### config.mk
export PLATFORM = sky130hd
export DESIGN_NAME = iob_timer_ctrl
export DESIGN_NICKNAME = d
export VERILOG_FILES = /design/src/rtl/iob_timer_ctrl.sv
export SDC_FILE = /design/constraint.sdc
export NUM_CORES = 1
export LEC_CHECK = 0
export ABC_AREA = 1
export CAP_MARGIN = 20
export CELL_PAD_IN_SITES_DETAIL_PLACEMENT = 1
export CELL_PAD_IN_SITES_GLOBAL_PLACEMENT = 1
export CORE_MARGIN = 10
export CORE_UTILIZATION = 40
export CTS_CLUSTER_DIAMETER = 150
export DETAILED_ROUTE_END_ITERATION = 6
export GPL_ROUTABILITY_DRIVEN = 0
export PLACE_DENSITY = 0.88
export SYNTH_ARGS = -nofsm -noshare
export SYNTH_HDL_FRONTEND = slang
export SYNTH_SLANG_ARGS = --single-unit
### constraint.sdc
create_clock -name clk_i -period 3.8 [get_ports clk_i]
set_input_delay 1.14 -clock clk_i [delete_from_list [all_inputs] [get_ports clk_i]]
set_output_delay 1.14 -clock clk_i [all_outputs]
set_load 0.03 [all_outputs]
### src/rtl/iob_timer_ctrl.sv
// iob_timer_ctrl: sequencing controller for a loadable up-counter with prescaler.
// It latches period/prescale/mode on start, then runs ARM -> RUN -> (DONE) and
// emits tick/done/err pulses. All outputs are registered.
// Build option: define IOB_TIMER_CTRL_IRQ_EN to add a sticky interrupt flag
// (irq_o) set by tick/err pulses and cleared by irq_clr_i.
module iob_timer_ctrl #(
    parameter int DATA_W  = 32,
    parameter int PRESC_W = 8
) (
    input  logic               clk_i,
    input  logic               arst_i,
    input  logic               cke_i,
    input  logic               rst_i,
    input  logic               start_i,
    input  logic               stop_i,
    input  logic               mode_i,
    input  logic [DATA_W-1:0]  period_i,
    input  logic [PRESC_W-1:0] presc_i,
    output logic               busy_o,
    output logic [DATA_W-1:0]  count_o,
    output logic               tick_o,
    output logic               done_o,
    output logic               err_o
`ifdef IOB_TIMER_CTRL_IRQ_EN
    ,
    input  logic               irq_clr_i,
    output logic               irq_o
`endif
);

    typedef enum logic [1:0] {S_IDLE, S_ARM, S_RUN, S_DONE} state_t;

    state_t             r_state;
    logic [DATA_W-1:0]  r_count;
    logic [DATA_W-1:0]  r_period_lat;
    logic [PRESC_W-1:0] r_presc_cnt;
    logic [PRESC_W-1:0] r_presc_lat;
    logic               r_mode_lat;
    logic               r_busy;
    logic               r_tick;
    logic               r_done;
    logic               r_err;

    // A start with a zero period is rejected; anything else (re)starts.
    logic w_start_ok;
    logic w_start_bad;
    logic w_step;
    logic w_expire;
    logic w_tick_set;
    logic w_err_set;

    assign w_start_ok  = start_i && (period_i != '0);
    assign w_start_bad = start_i && (period_i == '0);
    assign w_step      = (r_state == S_RUN) && (r_presc_cnt == r_presc_lat);
    assign w_expire    = w_step && (r_count == r_period_lat - DATA_W'(1));
    // Stop beats start beats expiry; a rejected start does not disturb a run.
    assign w_tick_set  = w_expire && !stop_i && !w_start_ok;
    assign w_err_set   = w_start_bad && !stop_i;

    // Main sequencer: state, counter, prescaler, latched config and pulses.
    always_ff @(posedge clk_i or posedge arst_i) begin
        if (arst_i) begin
            r_state      <= S_IDLE;
            r_count      <= '0;
            r_period_lat <= '0;
            r_presc_cnt  <= '0;
            r_presc_lat  <= '0;
            r_mode_lat   <= 1'b0;
            r_busy       <= 1'b0;
            r_tick       <= 1'b0;
            r_done       <= 1'b0;
            r_err        <= 1'b0;
        end else if (cke_i) begin
            if (rst_i) begin
                r_state      <= S_IDLE;
                r_count      <= '0;
                r_period_lat <= '0;
                r_presc_cnt  <= '0;
                r_presc_lat  <= '0;
                r_mode_lat   <= 1'b0;
                r_busy       <= 1'b0;
                r_tick       <= 1'b0;
                r_done       <= 1'b0;
                r_err        <= 1'b0;
            end else if (stop_i) begin
                // Count holds; any expiry in this cycle is swallowed.
                r_state <= S_IDLE;
                r_busy  <= 1'b0;
                r_tick  <= 1'b0;
                r_done  <= 1'b0;
                r_err   <= 1'b0;
            end else if (w_start_ok) begin
                r_state      <= S_ARM;
                r_period_lat <= period_i;
                r_presc_lat  <= presc_i;
                r_mode_lat   <= mode_i;
                r_count      <= '0;
                r_presc_cnt  <= '0;
                r_busy       <= 1'b1;
                r_tick       <= 1'b0;
                r_done       <= 1'b0;
                r_err        <= 1'b0;
            end else begin
                r_err  <= w_err_set;
                r_tick <= w_tick_set;
                r_done <= w_tick_set && !r_mode_lat;
                case (r_state)
                    S_ARM: begin
                        r_state <= S_RUN;
                        r_busy  <= 1'b1;
                    end
                    S_RUN: begin
                        if (w_step) begin
                            r_presc_cnt <= '0;
                            if (w_expire) begin
                                r_count <= '0;
                                if (!r_mode_lat) begin
                                    r_state <= S_DONE;
                                    r_busy  <= 1'b0;
                                end
                            end else begin
                                r_count <= r_count + DATA_W'(1);
                            end
                        end else begin
                            r_presc_cnt <= r_presc_cnt + PRESC_W'(1);
                        end
                    end
                    S_DONE: begin
                        r_state <= S_IDLE;
                        r_busy  <= 1'b0;
                    end
                    default: begin
                        r_state <= S_IDLE;
                    end
                endcase
            end
        end
    end

    assign busy_o  = r_busy;
    assign count_o = r_count;
    assign tick_o  = r_tick;
    assign done_o  = r_done;
    assign err_o   = r_err;

`ifdef IOB_TIMER_CTRL_IRQ_EN
    logic r_irq;

    // Sticky interrupt: rises with the tick/err pulse, set wins over clear.
    always_ff @(posedge clk_i or posedge arst_i) begin
        if (arst_i) begin
            r_irq <= 1'b0;
        end else if (cke_i) begin
            if (rst_i)
                r_irq <= 1'b0;
            else if (w_tick_set || w_err_set)
                r_irq <= 1'b1;
            else if (irq_clr_i)
                r_irq <= 1'b0;
        end
    end

    assign irq_o = r_irq;
`endif

endmodule

# Word level (Yosys, flattened, before mapping)
# Cells that the tools add are included.
# W data, S select, Z words.
[word_totals] elab_cells=87 input_bits=47 out_inout_bits=36 ff_bits=87
[classes] muxes=43 addsub=3 n_eq_ne=9 n_reduce_logical=22
[op_table] cell="$mux W32" n=9
[op_table] cell="$mux W8" n=8
[op_table] cell="$add A32 B1 Y32 const B" n=1
[op_table] cell="$eq A32 B32 Y1" n=1
[op_table] cell="$logic_not A32 Y1" n=1
[op_table] cell="$reduce_bool A32 Y1" n=1
[op_table] cell="$sub A32 B1 Y32 const B" n=1
[op_table] cell="$mux W1" n=18
[op_table] cell="$ne A5 B5 Y1 const B" n=3
[op_table] cell="$mux W2" n=6
[op_table] cell="$add A8 B1 Y8 const B" n=1
[op_table] cell="$eq A8 B8 Y1" n=1
[op_table] cell="$logic_and A1 B1 Y1" n=8
[op_table] cell="$reduce_and A4 Y1" n=2
[op_table] cell="$reduce_and A3 Y1" n=2
[op_table] cell="$reduce_bool A3 Y1" n=2
[op_table] cell="$reduce_bool A6 Y1" n=1
[op_table] cell="$reduce_and A5 Y1" n=1
[op_table] cell="$eq A2 B2 Y1 const B" n=2
[op_table] cell="$pmux W2 S2" n=1
[op_table] cell="$logic_not A1 Y1" n=3
[op_table] cell="$pmux W1 S3" n=1
[op_table] cell="$eq A2 B1 Y1 const B" n=1
[op_table] cell="$ne A2 B2 Y1 const B" n=1
[op_table] cell="$reduce_bool A2 Y1" n=1

# Logic depth before layout (Yosys ltp)
[logic_depth] word_depth=9 mapped_depth=18 mapped_depth_nobuf=17

# Worst setup path after synthesis
# No wires, ideal clock.
[synth_path] path_kind="in2reg" startpoint="input period_i[31]" endpoint="register r_count[22] (netlist: count_o[22])" path_buffers=2 setup_ps=95 stages=13 setup_slack_ps=1272 t_arrival_ps=2433 required_ps=3705 path_cell_list="nor2_1 nand2_1 nor2_1 nand2_1 nor2_1 nor2_2 nor2_2 nand2_1 nand2_1 buf_2 buf_2 nand2_1 o31ai_1"
[synth_via] elab_chain_len=5 elab_cells_between_ends=8 classes_between="mux (3); reduce/logical (5)"
[synth_rtl] item="start, declared" line_no="17" source="input logic [DATA_W-1:0] period_i,"
[synth_rtl] item="$reduce_bool A32 Y1 *" line_no="52" source="assign w_start_ok = start_i && (period_i != '0);"
[synth_rtl] item="$logic_and A1 B1 Y1 *" line_no="52"
[synth_rtl] item="$mux W32" line_no="92" source="end else if (w_start_ok) begin"
[synth_rtl] item="$mux W32" line_no="85" source="end else if (stop_i) begin"
[synth_rtl] item="$mux W32" line_no="74" source="if (rst_i) begin"
[synth_rtl] item="end signal, assigned" line_no="122" source="r_count <= r_count + DATA_W'(1);"
[synth_rtl] item="end, declared" line_no="34" source="logic [DATA_W-1:0] r_count;"
# Every way passes the cells marked *; elsewhere a longest branch is shown, timed or not. The select of a mux whose other input is x is not followed.
# A chain may end at the register's enable or synchronous reset.

# Worst setup path in the final report
[layout_path] startpoint="input period_i[26]" endpoint="register r_count[9] (netlist: count_o[9])"
# Same word-level chain as after synthesis.

==> results.txt <==
----------------------------------------------------
[Status]
  Run status ... finished, final reports clean

[Critical path]
  Type of the setup path with the least slack ... primary input to register
  R2R setup slack ... slightly above 700 ps
  Type of element capturing the critical path ... register
  Cell occurring most often along the worst timing path ... sky130_fd_sc_hd__nand2_1
  Endpoint of the worst register-to-register path ... count_o[21]$_DFFE_PP0P_
  Cell family with most CP delay ... simple AND/OR/NAND/NOR gates
  R2R depth ... 15
  Req. time, crit path ... 4070 ps
  Critical Path Sink ... count_o[9]$_DFFE_PP0P_
  Largest stage delay on the critical path ... between 400 and 500 ps
  Cell at the slowest stage of the critical path ... sky130_fd_sc_hd__clkdlybuf4s50_1
  Critical path startpoint ... period_i[26]
  Arrival time at the worst endpoint ... 3720 ps
  Ordered list of cells on the worst path ... clkdlybuf4s50_1, nor2_1, nand2_1, nor2_1, nand2_1, nor2_1, nor2_2, nor2_2, buf_4, nand2_1, nand2_1, inv_1, buf_4, o22ai_2
  Logic depth of the worst setup path including buffers ... 14
  R2r startpoint ... r_period_lat[0]$_DFFE_PP0P_
  Startpoint types ... primary input
  Buffering stage count on the worst path with inverters included ... 4
  Crit-path max FO ... 21

[STA]
  Max-slew violation total from the final report ... 0
  F_max ... 290 MHz
  Final worst clock skew ... about 10 ps
  Worst rel slew slack ... 0.495
  Finish-stage setup viols ... 0
  Share of the clock period used by the worst path after layout ... 0.908
  Setup_tns ... 0 ps
  Slew at the pin closest to its max-slew limit ... 757 ps
  Hold violation total from the final report ... 0
  Clock period minus worst slack ... ~3400 ps
  RSZ-0062 raised after global routing ... false

[Final layout]
  Inserted Diodes ... 0
  Layout cells sized above 1 ... 0.0924
  Sequential cell area ... around 2200 sq um
  Cell area after layout ... 7800 sq um
  # nets final ... about 1100
  Count of filler cells inserted in the layout ... 2073
  Fin cells ... between 1000 and 1500
  Syn-to-layout area delta ... 22.2%
  Multi-input logic area ... 3660 sq um

[Clock network]
  Clock sink count ... between 80 and 90
  Cts hold-fix bufs ... 0
  Clock H-tree levels ... 3
  Count of cells resized by post-cts repair ... 0
  Maximum clock insertion buffer count ... 2
  Num CTS Buffers ... 9
  Reg clk slew, reported paths ... 70 ps
  Clock tree from TritonCTS ... done
  Clock tree root buffer cell ... sky130_fd_sc_hd__clkbuf_16
  Clk_lat worst skew ... 360 ps
  Setup bufs post-CTS ... 0

[Yosys]
  Syn Inst Count ... 931
  Distinct cell type count after synthesis ... 37
  Cell area after synthesis ... 6390 sq um
  Flop and latch count out of synthesis ... between 80 and 90
  Count leader, synth ... sky130_fd_sc_hd__nand2_1
  Asr flop ratio synth ... 1.00
  Post-synth EDFFs ... 0
  Yosys warns ... 0
  Top post-synthesis cells by count ... 244 x sky130_fd_sc_hd__nand2_1, 127 x sky130_fd_sc_hd__nor2_1, 105 x sky130_fd_sc_hd__inv_1
  Proportion of synthesized chip area in sequential cells ... 0.341
  Net Count, Synth ... 983
  Cell types occupying the most area after synthesis ... sky130_fd_sc_hd__dfrtp_1 34%, sky130_fd_sc_hd__nand2_1 14%, sky130_fd_sc_hd__nor2_1 7.5%
  Synthesized area per cell ... between 6 and 7 sq um
  Top FF cell, synth ... sky130_fd_sc_hd__dfrtp_1
  Fraction of post-synthesis cell area in the top cell type by area ... 0.341
  Post-synth top area cell ... sky130_fd_sc_hd__dfrtp_1

[Placed design]
  Cell Area, Placed ... 7460 sq um
  Total of buffers placed on input and output ports ... a little over 80
  Detailed placement HPWL ... 17800 um
  Cells after DPL ... 1216

[Die]
  Area of the die ... 21400 sq um
  I/O pins ... 83
  DIE WIDTH ... 146 um
  Initial core utilization ... 0.405
  Area of the core ... 15800 sq um
  Die Span Y ... 146 um
  Number of rows in the core area ... 46

[Power]
  LEAKAGE ... 0.00355 uW
  Largest vdd supply drop ... about 0.19 mV
  Total chip power ... between 2000 and 3000 uW
  Power density over the cells ... 364 nW/um^2

[Global route]
  Total congestion overflow after global routing ... 0
  Largest net degree at the start of global routing ... 64
  Wire length of the first global-routing pass ... about 37000 um
  Initial antenna violation count ... 0
  GRT Resource Usage Total ... 0.212
  Via count of the first global-routing pass ... 6933

[Hold path]
  Hold Path Stages ... 2
  HP Class ... register to register

[Route]
  Initial DRC Count ... 337
  Routed via count divided by cell count ... 5.30
  Number of iterations in the first detailed-routing pass ... 5
  Routed via count ... between 6000 and 7000
  Number of DRC violations after detailed routing ... 0
  Antenna-violating nets left ... 0
  Mean routed wirelength per cell ... roughly 19 um
  Post-Route WL ... 22900 um

[Flow run]
  Maxcap violations ... 0

----------------------------------------------------
## sequential cells by signal, summed over array words and instances, names as in the netlist
name	flops
busy_o	1
count_o	32
done_o	1
r_mode_lat	1
r_presc_lat	8
r_state	2
err_o	1
r_period_lat	32
tick_o	1
r_presc_cnt	8
## routing by layer
metal	up-vias	GRT usage	routed length, um
li1	3137	-	-
met1	3246	0.260	10100
met3	38	0.0250	713
met4	0	0.0681	510
met2	120	0.377	11600
met5	-	0	0
## placed cells by master, fill, tap and decap left out, types with 12 or more instances in the layout
cell type,instances
sky130_fd_sc_hd__buf_4,12
sky130_fd_sc_hd__clkdlybuf4s50_1,82
sky130_fd_sc_hd__dfrtp_1,87
sky130_fd_sc_hd__inv_1,104
sky130_fd_sc_hd__nand2_1,244
sky130_fd_sc_hd__nand3_1,87
sky130_fd_sc_hd__nand4_1,32
sky130_fd_sc_hd__nor2_1,126
sky130_fd_sc_hd__nor2_2,13
sky130_fd_sc_hd__nor3_1,20
sky130_fd_sc_hd__o21ai_0,33
sky130_fd_sc_hd__o22ai_2,15
sky130_fd_sc_hd__xnor2_1,23
sky130_fd_sc_hd__xor2_1,43
## layout make-up
| class | instances | area share |
|---|---|---|
| Tap cell | 216 | 0.0346 |
| Timing Repair Buffer | 96 | 0.122 |
| Sequential cell | 87 | 0.279 |
| Multi-Input combinational cell | 704 | 0.468 |
| Clock buffer | 9 | 0.0289 |
| Inverter | 114 | 0.0550 |
| Clock inverter | 7 | 0.0123 |
## power breakdown
part / internal (uW) / switching [uW]
registers: 988 / 89.1
logic: 271 / 504
clock network: 577 / 410
total: 1840 / 1000
## stage by stage
stage	util	worst slack [ps]	hold WS, ps
6_report	0.495	351	501
5_1_grt	0.495	166	545
4_1_cts	0.494	162	506
3_5_place_dp	0.473	-49.6	479
3_3_place_gp	0.473	22.2	484
2_1_floorplan	-	410	447
## worst min path at each step
stage,startpoint,to,slack [ps]
6_report,busy_o$_DFFE_PP0P_,busy_o$_DFFE_PP0P_,500
5_1_grt,r_mode_lat$_DFFE_PP0P_,done_o$_DFFE_PP0P_,550
4_1_cts,tick_o$_DFFE_PP0P_,tick_o$_DFFE_PP0P_,510
3_5_place_dp,tick_o$_DFFE_PP0P_,tick_o$_DFFE_PP0P_,480
3_3_place_gp,busy_o$_DFFE_PP0P_,busy_o$_DFFE_PP0P_,480
2_1_floorplan,r_mode_lat$_DFFE_PP0P_,done_o$_DFFE_PP0P_,450
## logic make-up (layout without fill, tap and decap cells)
family	count (synthesis)	in the layout	synth area share
and+or+nand+nor	554	554	0.385
buffers and inverters	140	226	0.0880
AOI/OAI and AO/OA	79	79	0.0858
adders and majority gates	5	5	0.00979
xor gates and xnor gates	66	66	0.0905
DFF	87	87	0.341
## worst min-delay path, cell delays in order, from the launching register on
cell and delay, ps:
sky130_fd_sc_hd__dfrtp_1 370, sky130_fd_sc_hd__nand2_1 60, sky130_fd_sc_hd__nand2_1 40
Note: power is estimated with default switching activity, not from simulation.
